File: src/rtl/pipe_ctrl_pkg.sv
// Shared pipeline-control types: FSM state encoding and register-file geometry
// used by the hazard controller, decoder and writeback.
package pipe_ctrl_pkg;

  localparam int REGSZ  = 5;
  localparam int NREGS  = 32;
  localparam int FCNT_W = 3;

  typedef enum logic [1:0] {
    RUN      = 2'd0,
    MEM_WAIT = 2'd1,
    FLUSH    = 2'd2
  } state_e;

endpackage

File: src/rtl/load_scoreboard.sv
// Busy bit per architectural register for loads still in flight; flags a
// load-use hazard when a live decode source is still busy.
module load_scoreboard #(
  parameter int REGSZ = pipe_ctrl_pkg::REGSZ,
  parameter int NREGS = pipe_ctrl_pkg::NREGS
) (
  input  logic             clk,
  input  logic             rst,
  input  logic             set_en_i,
  input  logic [REGSZ-1:0] set_rd_i,
  input  logic             clr_en_i,
  input  logic [REGSZ-1:0] clr_rd_i,
  input  logic             valid_i,
  input  logic [REGSZ-1:0] rs1_i,
  input  logic             use_rs1_i,
  input  logic [REGSZ-1:0] rs2_i,
  input  logic             use_rs2_i,
  output logic             hazard_o
);
  import pipe_ctrl_pkg::*;

  logic [NREGS-1:0] busy_q, busy_d;

  // A set in the same cycle as a clear of the same register wins: the new
  // load's result is still outstanding even though the old one just retired.
  for (genvar gi = 0; gi < NREGS; gi++) begin : g_busy
    if (gi == 0) begin : g_zero
      assign busy_d[gi] = 1'b0;
    end else begin : g_reg
      assign busy_d[gi] = (set_en_i && (set_rd_i == REGSZ'(gi))) ||
                          (busy_q[gi] && !(clr_en_i && (clr_rd_i == REGSZ'(gi))));
    end
  end

  always_ff @(posedge clk or posedge rst) begin
    if (rst) busy_q <= '0;
    else     busy_q <= busy_d;
  end

  // Query uses the registered vector, so a source matching this cycle's
  // writeback still stalls (the regfile has no write-through path).
  assign hazard_o = valid_i && ((use_rs1_i && busy_q[rs1_i]) ||
                                (use_rs2_i && busy_q[rs2_i]));

endmodule

File: src/rtl/pipe_hazard_ctrl.sv
// Central stall/flush sequencer for the five-stage core: turns icache, dcache,
// jump and load-use events into per-stage stall/bubble/flush controls.
module pipe_hazard_ctrl #(
  parameter int REGSZ     = pipe_ctrl_pkg::REGSZ,
  parameter int NREGS     = pipe_ctrl_pkg::NREGS,
  parameter int FLUSH_CYC = 1,
  parameter int PERF_W    = 32
) (
  input  logic              clk,
  input  logic              rst,
  input  logic              icache_done,
  input  logic              id_valid,
  input  logic [REGSZ-1:0]  id_rs1,
  input  logic [REGSZ-1:0]  id_rs2,
  input  logic              id_use_rs1,
  input  logic              id_use_rs2,
  input  logic [REGSZ-1:0]  id_rd,
  input  logic              id_is_load,
  input  logic              ex_jmp,
  input  logic              mem_req,
  input  logic              mem_done,
  input  logic              wb_wr_en,
  input  logic [REGSZ-1:0]  wb_rd,
  output logic              pc_hold,
  output logic              ifid_stall,
  output logic              ifid_flush,
  output logic              idex_bubble,
  output logic              exmem_stall,
  output logic              memwb_bubble,
  output logic              id_fire,
  output logic [PERF_W-1:0] stall_cnt,
  output logic [PERF_W-1:0] flush_cnt
);
  import pipe_ctrl_pkg::*;

  state_e              state_q, state_d;
  logic [FCNT_W-1:0]   fcnt_q, fcnt_d;
  logic [PERF_W-1:0]   stall_cnt_q, stall_cnt_d;
  logic [PERF_W-1:0]   flush_cnt_q, flush_cnt_d;
  logic                lu_hazard;
  logic                mem_stall;
  logic                jmp_take;
  logic                sb_set;

  assign sb_set = id_fire && id_is_load;

  load_scoreboard #(
    .REGSZ (REGSZ),
    .NREGS (NREGS)
  ) u_scoreboard (
    .clk       (clk),
    .rst       (rst),
    .set_en_i  (sb_set),
    .set_rd_i  (id_rd),
    .clr_en_i  (wb_wr_en),
    .clr_rd_i  (wb_rd),
    .valid_i   (id_valid),
    .rs1_i     (id_rs1),
    .use_rs1_i (id_use_rs1),
    .rs2_i     (id_rs2),
    .use_rs2_i (id_use_rs2),
    .hazard_o  (lu_hazard)
  );

  // Controls are forced low while rst is held so the pipeline sees a clean
  // idle state in the same cycle reset arrives, whatever the inputs do.
  always_comb begin
    pc_hold      = 1'b0;
    ifid_stall   = 1'b0;
    ifid_flush   = 1'b0;
    idex_bubble  = 1'b0;
    exmem_stall  = 1'b0;
    memwb_bubble = 1'b0;
    id_fire      = 1'b0;
    jmp_take     = 1'b0;
    state_d      = state_q;
    fcnt_d       = fcnt_q;
    mem_stall    = (state_q == MEM_WAIT) || (mem_req && !mem_done);

    if (!rst) begin
      if (mem_stall) begin
        pc_hold      = 1'b1;
        ifid_stall   = 1'b1;
        exmem_stall  = 1'b1;
        memwb_bubble = !((state_q == MEM_WAIT) && mem_done);
        if (state_q != MEM_WAIT) begin
          state_d = MEM_WAIT;
        end else if (mem_done) begin
          // A flush window interrupted by the dcache wait resumes afterwards.
          state_d = (fcnt_q != '0) ? FLUSH : RUN;
        end
      end else if (state_q == FLUSH) begin
        ifid_flush = 1'b1;
        fcnt_d     = fcnt_q - FCNT_W'(1);
        if (fcnt_q <= FCNT_W'(1)) begin
          state_d = RUN;
          fcnt_d  = '0;
        end
      end else if (ex_jmp) begin
        jmp_take    = 1'b1;
        ifid_flush  = 1'b1;
        idex_bubble = 1'b1;
        fcnt_d      = FCNT_W'(FLUSH_CYC);
        state_d     = FLUSH;
      end else if (lu_hazard) begin
        pc_hold     = 1'b1;
        ifid_stall  = 1'b1;
        idex_bubble = 1'b1;
      end else if (!icache_done) begin
        pc_hold    = 1'b1;
        ifid_flush = 1'b1;
      end

      id_fire = id_valid && !lu_hazard && !mem_stall && !jmp_take && (state_q != FLUSH);
    end
  end

  always_comb begin
    stall_cnt_d = stall_cnt_q;
    flush_cnt_d = flush_cnt_q;
    if (pc_hold && !(&stall_cnt_q))  stall_cnt_d = stall_cnt_q + PERF_W'(1);
    if (jmp_take && !(&flush_cnt_q)) flush_cnt_d = flush_cnt_q + PERF_W'(1);
  end

  always_ff @(posedge clk or posedge rst) begin
    if (rst) begin
      state_q     <= RUN;
      fcnt_q      <= '0;
      stall_cnt_q <= '0;
      flush_cnt_q <= '0;
    end else begin
      state_q     <= state_d;
      fcnt_q      <= fcnt_d;
      stall_cnt_q <= stall_cnt_d;
      flush_cnt_q <= flush_cnt_d;
    end
  end

  assign stall_cnt = stall_cnt_q;
  assign flush_cnt = flush_cnt_q;

endmodule

File: config.mk
export PLATFORM = sky130hd
export DESIGN_NAME = pipe_hazard_ctrl
export DESIGN_NICKNAME = d
export VERILOG_FILES = /design/src/rtl/pipe_ctrl_pkg.sv /design/src/rtl/load_scoreboard.sv /design/src/rtl/pipe_hazard_ctrl.sv
export SDC_FILE = /design/constraint.sdc
export NUM_CORES = 1
export LEC_CHECK = 0
export CORE_MARGIN = 2
export CORE_UTILIZATION = 50
export CTS_CLUSTER_SIZE = 24
export DETAILED_ROUTE_END_ITERATION = 7
export PLACE_DENSITY = 0.74
export SYNTH_ARGS = -nofsm -noshare
export SYNTH_HDL_FRONTEND = slang
export SYNTH_SLANG_ARGS = --single-unit
File: constraint.sdc
create_clock -name clk -period 6.2 [get_ports clk]
set_input_delay 0.62 -clock clk [delete_from_list [all_inputs] [get_ports clk]]
set_output_delay 0.62 -clock clk [all_outputs]
set_load 0.1 [all_outputs]
## Yosys cells after proc, flatten, opt, wreduce, memory -nomap -nowiden

Cells that the tools add are included.

| word-level totals | value |
|---|---|
| word-level logic and storage cells | 308 |
| flip-flop bits (word level) | 100 |
| output and inout bits | 71 |

| cells by class | value |
|---|---|
| equality and inequality tests | 68 |
| mux-type cells | 44 |
| add/subtract/negate cells | 3 |
| reductions and logical operators | 183 |
| order comparisons | 3 |
| bitwise gates (word level) | 2 |

Operators by type and width:

| cell | number |
|---|---|
| equality test 5 bit (second input constant) | 32 |
| logical AND 1 bit | 105 |
| equality test 5 x 4 -> 1 bit (second input constant) | 16 |
| adder 32 x 1 -> 32 bit (second input constant) | 2 |
| AND reduction 32 bit | 2 |
| equality test 5 x 3 -> 1 bit (second input constant) | 8 |
| logical NOT 1 bit | 38 |
| logical OR 1 bit | 33 |
| two-way mux 1 bit | 32 |
| equality test 5 x 2 -> 1 bit (second input constant) | 4 |
| two-way mux 2 bit | 7 |
| < comparator 5 x 6 -> 1 bit (second input constant) | 2 |
| binary-select mux 1 bit (select 5 bit) | 2 |
| equality test 5 x 1 -> 1 bit (second input constant) | 2 |
| two-way mux 3 bit | 3 |
| != test 3 x 2 -> 1 bit (second input constant) | 2 |
| nonzero test 3 bit | 2 |
| AND reduction 4 bit | 1 |
| less-or-equal comparator 3 x 1 -> 1 bit (second input constant) | 1 |
| AND reduction 3 bit | 1 |
| subtractor 3 x 1 -> 3 bit (second input constant) | 1 |
| equality test 2 x 1 -> 1 bit (second input constant) | 1 |
| equality test 2 bit (second input constant) | 1 |
| != test 2 x 1 -> 1 bit (second input constant) | 1 |
| other kinds (3) | 4 |

## Longest topological paths before layout

| logic depth | value |
|---|---|
| depth in word-level cells | 14 |
| depth in mapped cells | 10 |
| mapped depth without buffers | 8 |

## Modules after synthesis

Synthesis repeated with hierarchy kept, for this count alone.

| unflattened totals | value |
|---|---|
| cell total of the unflattened synthesis | 545 |
| area, all modules | 5607.9 um^2 |

Modules (own cells, without submodules):

| module | times used | cells each | area each (um^2) |
|---|---|---|---|
| pipe_hazard_ctrl | 1 | 366 | 3694.8 |
| load_scoreboard | 1 | 179 | 1913.1 |

## Worst setup path after synthesis

No wires, ideal clock.

| path | value |
|---|---|
| path kind | input-to-output |
| start | in id_rs1[0] |
| end | out pc_hold |
| slack | 2.059 ns |
| required time | 5.580 ns |
| buffers on the path | 1 |
| stages | 7 |
| arrival time | 3.521 ns |
| cell sequence | buf_2 > mux4_2 > mux2_2 > nand2_1 > a32o_2 > o21ai_0 > a31oi_1 |

| between the ends | value |
|---|---|
| longest elaborated chain between the ends | 10 |

Ends and longest elaborated chain:

| what | RTL line | source |
|---|---|---|
| start: declaration | pipe_hazard_ctrl.sv:13 | `input logic [REGSZ-1:0] id_rs1,` |
| binary-select mux 1 bit (select 5 bit) | load_scoreboard.sv:42 | `assign hazard_o = valid_i && ((use_rs1_i && busy_q[rs1_i]) \|\|` |
| two-way mux 1 bit (implied by the code) | load_scoreboard.sv:42 |  |
| logical AND 1 bit | load_scoreboard.sv:42 |  |
| logical OR 1 bit | load_scoreboard.sv:42 |  |
| logical AND 1 bit | load_scoreboard.sv:42 |  |
| two-way mux 1 bit | pipe_hazard_ctrl.sv:105 | `end else if (lu_hazard) begin` |
| two-way mux 1 bit | pipe_hazard_ctrl.sv:99 | `end else if (ex_jmp) begin` |
| two-way mux 1 bit | pipe_hazard_ctrl.sv:92 | `end else if (state_q == FLUSH) begin` |
| two-way mux 1 bit | pipe_hazard_ctrl.sv:81 | `if (mem_stall) begin` |
| two-way mux 1 bit | pipe_hazard_ctrl.sv:80 | `if (!rst) begin` |
| end: declaration | pipe_hazard_ctrl.sv:24 | `output logic pc_hold,` |

Every way passes these cells. The select of a mux whose other input is x is not followed.

## Worst setup path after layout

| path | value |
|---|---|
| start | in id_rs2[0] |
| end | out id_fire |

| between the ends | value |
|---|---|
| longest elaborated chain between the ends | 11 |

Ends and longest elaborated chain:

| what | RTL line | source |
|---|---|---|
| start: declaration | pipe_hazard_ctrl.sv:14 | `input logic [REGSZ-1:0] id_rs2,` |
| binary-select mux 1 bit (select 5 bit) | load_scoreboard.sv:43 | `(use_rs2_i && busy_q[rs2_i]));` |
| two-way mux 1 bit (implied by the code) | load_scoreboard.sv:43 |  |
| logical AND 1 bit | load_scoreboard.sv:43 |  |
| logical OR 1 bit | load_scoreboard.sv:42 |  |
| logical AND 1 bit | load_scoreboard.sv:42 |  |
| logical NOT 1 bit | pipe_hazard_ctrl.sv:114 | `id_fire = id_valid && !lu_hazard && !mem_stall && !jmp_take && (state_q != FLUSH);` |
| logical AND 1 bit (4 in a row) | pipe_hazard_ctrl.sv:114 |  |
| two-way mux 1 bit | pipe_hazard_ctrl.sv:80 |  |
| end: declaration | pipe_hazard_ctrl.sv:30 | `output logic id_fire,` |

Every way passes these cells. The select of a mux whose other input is x is not followed.

==> results by group <==
STA
  – Post-route setup TNS: 0 ps
  – Fmax: 209 MHz
  – Fin crit period: 4780 ps
  – Worst Clk Skew: 14.4 ps
  – Hold Fails Final Rpt: 0
  – Slew @ Worst Pin: 1120 ps
  – Final setup vio count: 0
  – Max-slew violations: 0
  – Tcrit/Tclk final: 77.1%
  – Final setup margin: 1420 ps
  – Max-slew headroom: 25.4%
  – RSZ-0062 raised after global routing: false

Place
  – Post-DP HPWL: 9780 um
  – Placed insts: 745
  – IO buf count: 101
  – Pre-CTS setup slack: 1440 ps
  – Placer Congestion: 0.938

Clock tree
  – Clk_lat worst skew: 370 ps
  – CTS Buffer Depth: 2
  – TritonCTS clock tree: built
  – Clock buffer count from CTS: 9
  – Clk root buf: clkbuf_8
  – CTS clk-pin slew, worst paths: 110 ps
  – H-tree Lvls: 3
  – Clock sinks: 100
  – # hold bufs at CTS: 0
  – CTS resizes: 0
  – Setup bufs post-CTS: 0

Power and ir drop
  – Leakage: 2.82 nW
  – Gate power share: 34.6%
  – Int Pwr: 0.00104 W
  – Switching pwr: 0.000761 W
  – Share of total power in sequential cells: 42.6%
  – Switching part of the total: 42.3%
  – Clock share of power: 22.8%
  – Peak supply drop: 0.000297 V
  – Cell Pwr Density: 271 nW/um^2

Final layout
  – Share of cells above drive strength 1: 6.40%
  – Layout net count: 656
  – Most common cell after layout, fill and taps aside: clkdlybuf4s50_1
  – Area Growth Syn to Fin: 23.9%
  – Final Non-Filler Cells: 761
  – Final design utilization: 64.0%
  – N_diodes: 0
  – Most frequent cells in the layout: 101 x clkdlybuf4s50_1, 100 x dfrtp_1, 44 x xnor2_1, 43 x nand3_1, 39 x o21ai_0

Logic synthesis
  – Syn nets: 563
  – Mapped Cells: 527
  – Synth top area share: 46.7%
  – Cell area after synthesis: 5360 um^2
  – Synth warn: 0
  – Top_reg_cell synth: dfrtp_1
  – Post-synth EDFFs: 0
  – Synth top area cells: dfrtp_1 47%, xnor2_1 7.2%, nand3_1 4.0%, o21ai_0 3.6%, nand4_1 3.2%
  – Sequential share of the synthesized area: 46.7%
  – Syn Area/Cell: 10.2 um^2
  – Area leader, netlist: dfrtp_1
  – Unique masters post-synth: 50
  – Number of synthesized register bits: 100
  – Synth async-reset ratio: 100%

Route
  – Routed len/inst: 17.6 um
  – Top Layer Used: met4
  – Number of DRC markers in iteration 0: 222
  – DR vias: 4462
  – # DRC: 0
  – Met2 wire length: 6240 um
  – Routed met1 length: 6090 um
  – Number of routed nets with antenna violations: 0
  – Met3 WL: 806 um
  – Total wire length: 13400 um
  – DRT Pass-1 Iters: 5
  – Vias/cell: 5.86

Die
  – Die Ht: 108 um
  – Die Width: 108 um
  – Core Footprint: 10400 um^2
  – Ports: 102
  – Die ar.: 11600 um^2
  – Starting Density: 51.7%
  – Row cnt: 37

Critical path
  – Slowest-stage cell, CP: clkdlybuf4s50_1
  – Worst path max stage delay: 1160 ps
  – Worst-path cell chain: clkdlybuf4s50_1 -> mux4_1 -> mux2_2 -> nand3_2 -> nand4_1 -> a221o_2 -> inv_1 -> clkdlybuf4s50_1
  – Startpoint Class: primary input
  – CP max FO: 12
  – Most used cell, CP: clkdlybuf4s50_1
  – Critical path type: primary input to output port
  – Critical Path End Type: output port
  – CP Data Arrival Time: 4160 ps
  – CP required: 5580 ps

GRT
  – Largest net degree at the start of global routing: 80
  – Initial antenna violation count: 0
  – Total GRT Usage: 24.3%
  – First-pass GRT wire length: 22200 um
  – Vias in the first global route: 4365
  – Total gr overflow: 0

Run
  – Max Cap Viol: 0

Min path
  – Hold Path Class: flip-flop to flip-flop

Outcome
  – Status: completed
[state kept, by name, indices dropped and copies added (netlist names)]
register and count:
flush_cnt 32, u_scoreboard.busy_q 31, state_q 2, fcnt_q 3, stall_cnt 32
[power groups by stage]
stage	Clock, W	Sequential [W]	Combinational (W)
floorplan	0	0.000983	0.000252
global placement	0	0.000775	0.000611
detailed placement	0	0.000777	0.000620
CTS	0.000417	0.000765	0.000622
global route	0.000446	0.000776	0.000663
finish	0.000409	0.000766	0.000622
[layout make-up]
class,instances,area [um^2]
Sequential cell,100,2500
Fill cell,854,3730
Multi-Input combinational cell,396,2710
Timing Repair Buffer,102,1020
Clock inverter,6,55.1
Tap cell,136,170
Inverter,11,43.8
Clock buffer,10,138
[critical path, delay by kind of cell]
family                 cells  cell delay (ps)
AO/OA/AOI/OAI              1              490
buffers and inverters      3             1910
multiplexers               2              880
AND/OR/NAND/NOR            2              240
[layer usage]
metal  track usage [%]  vias up
met2              36.9      147
met1              34.7     2183
met5                 0        -
li1                  -     2108
met3              4.96       24
met4              8.52        0
[path summary, 6_finish.rpt]
path / start / to / slack (ps) / depth (start not counted)
max in group asynchronous: rst / u_scoreboard.busy_q[31]$_DFF_PP0_ / 4130 / 3
min in group asynchronous: rst / stall_cnt[10]$_DFFE_PP0P_ / 820 / 2
max: id_rs2[0] / id_fire / 1420 / 8
min reg2reg: flush_cnt[11]$_DFFE_PP0P_ / flush_cnt[11]$_DFFE_PP0P_ / 500 / 1
min: flush_cnt[11]$_DFFE_PP0P_ / flush_cnt[11]$_DFFE_PP0P_ / 500 / 1
max reg2reg: u_scoreboard.busy_q[7]$_DFF_PP0_ / stall_cnt[25]$_DFFE_PP0P_ / 3150 / 8
[cells in the mapped netlist (12+ instances only)]
library cell and count:
nand3_1 43, xnor2_1 44, xor2_1 18, mux2i_1 16, nor2b_1 12, nand4_1 27
and3_1 15, dfrtp_1 100, o21ai_1 16, nor2_1 29, nand2_1 29, and4_1 12
o21ai_0 39
[cell families (layout without fill, tap and decap cells)]
family	after synthesis	in the layout	share of synthesized area (%)
xor+xnor	62	62	10.1
compound gates	93	93	10.6
simple gates	207	207	21.1
flops	100	100	46.7
buf+inv	31	129	2.66
fa+ha+maj	5	5	1.17
mux	29	29	7.62
[per-stage QoR]
| step | cell area [um^2] | hold slack [ps] | total power [W] |
|---|---|---|---|
| detailed placement | 6450 | 482 | 0.00140 |
| global route | 6640 | 517 | 0.00189 |
| floorplan | 5360 | 472 | 0.00124 |
| CTS | 6640 | 497 | 0.00180 |
| finish | 6640 | 496 | 0.00180 |
| global placement | 6450 | 475 | 0.00139 |
Note: power is estimated with default switching activity, not from simulation.
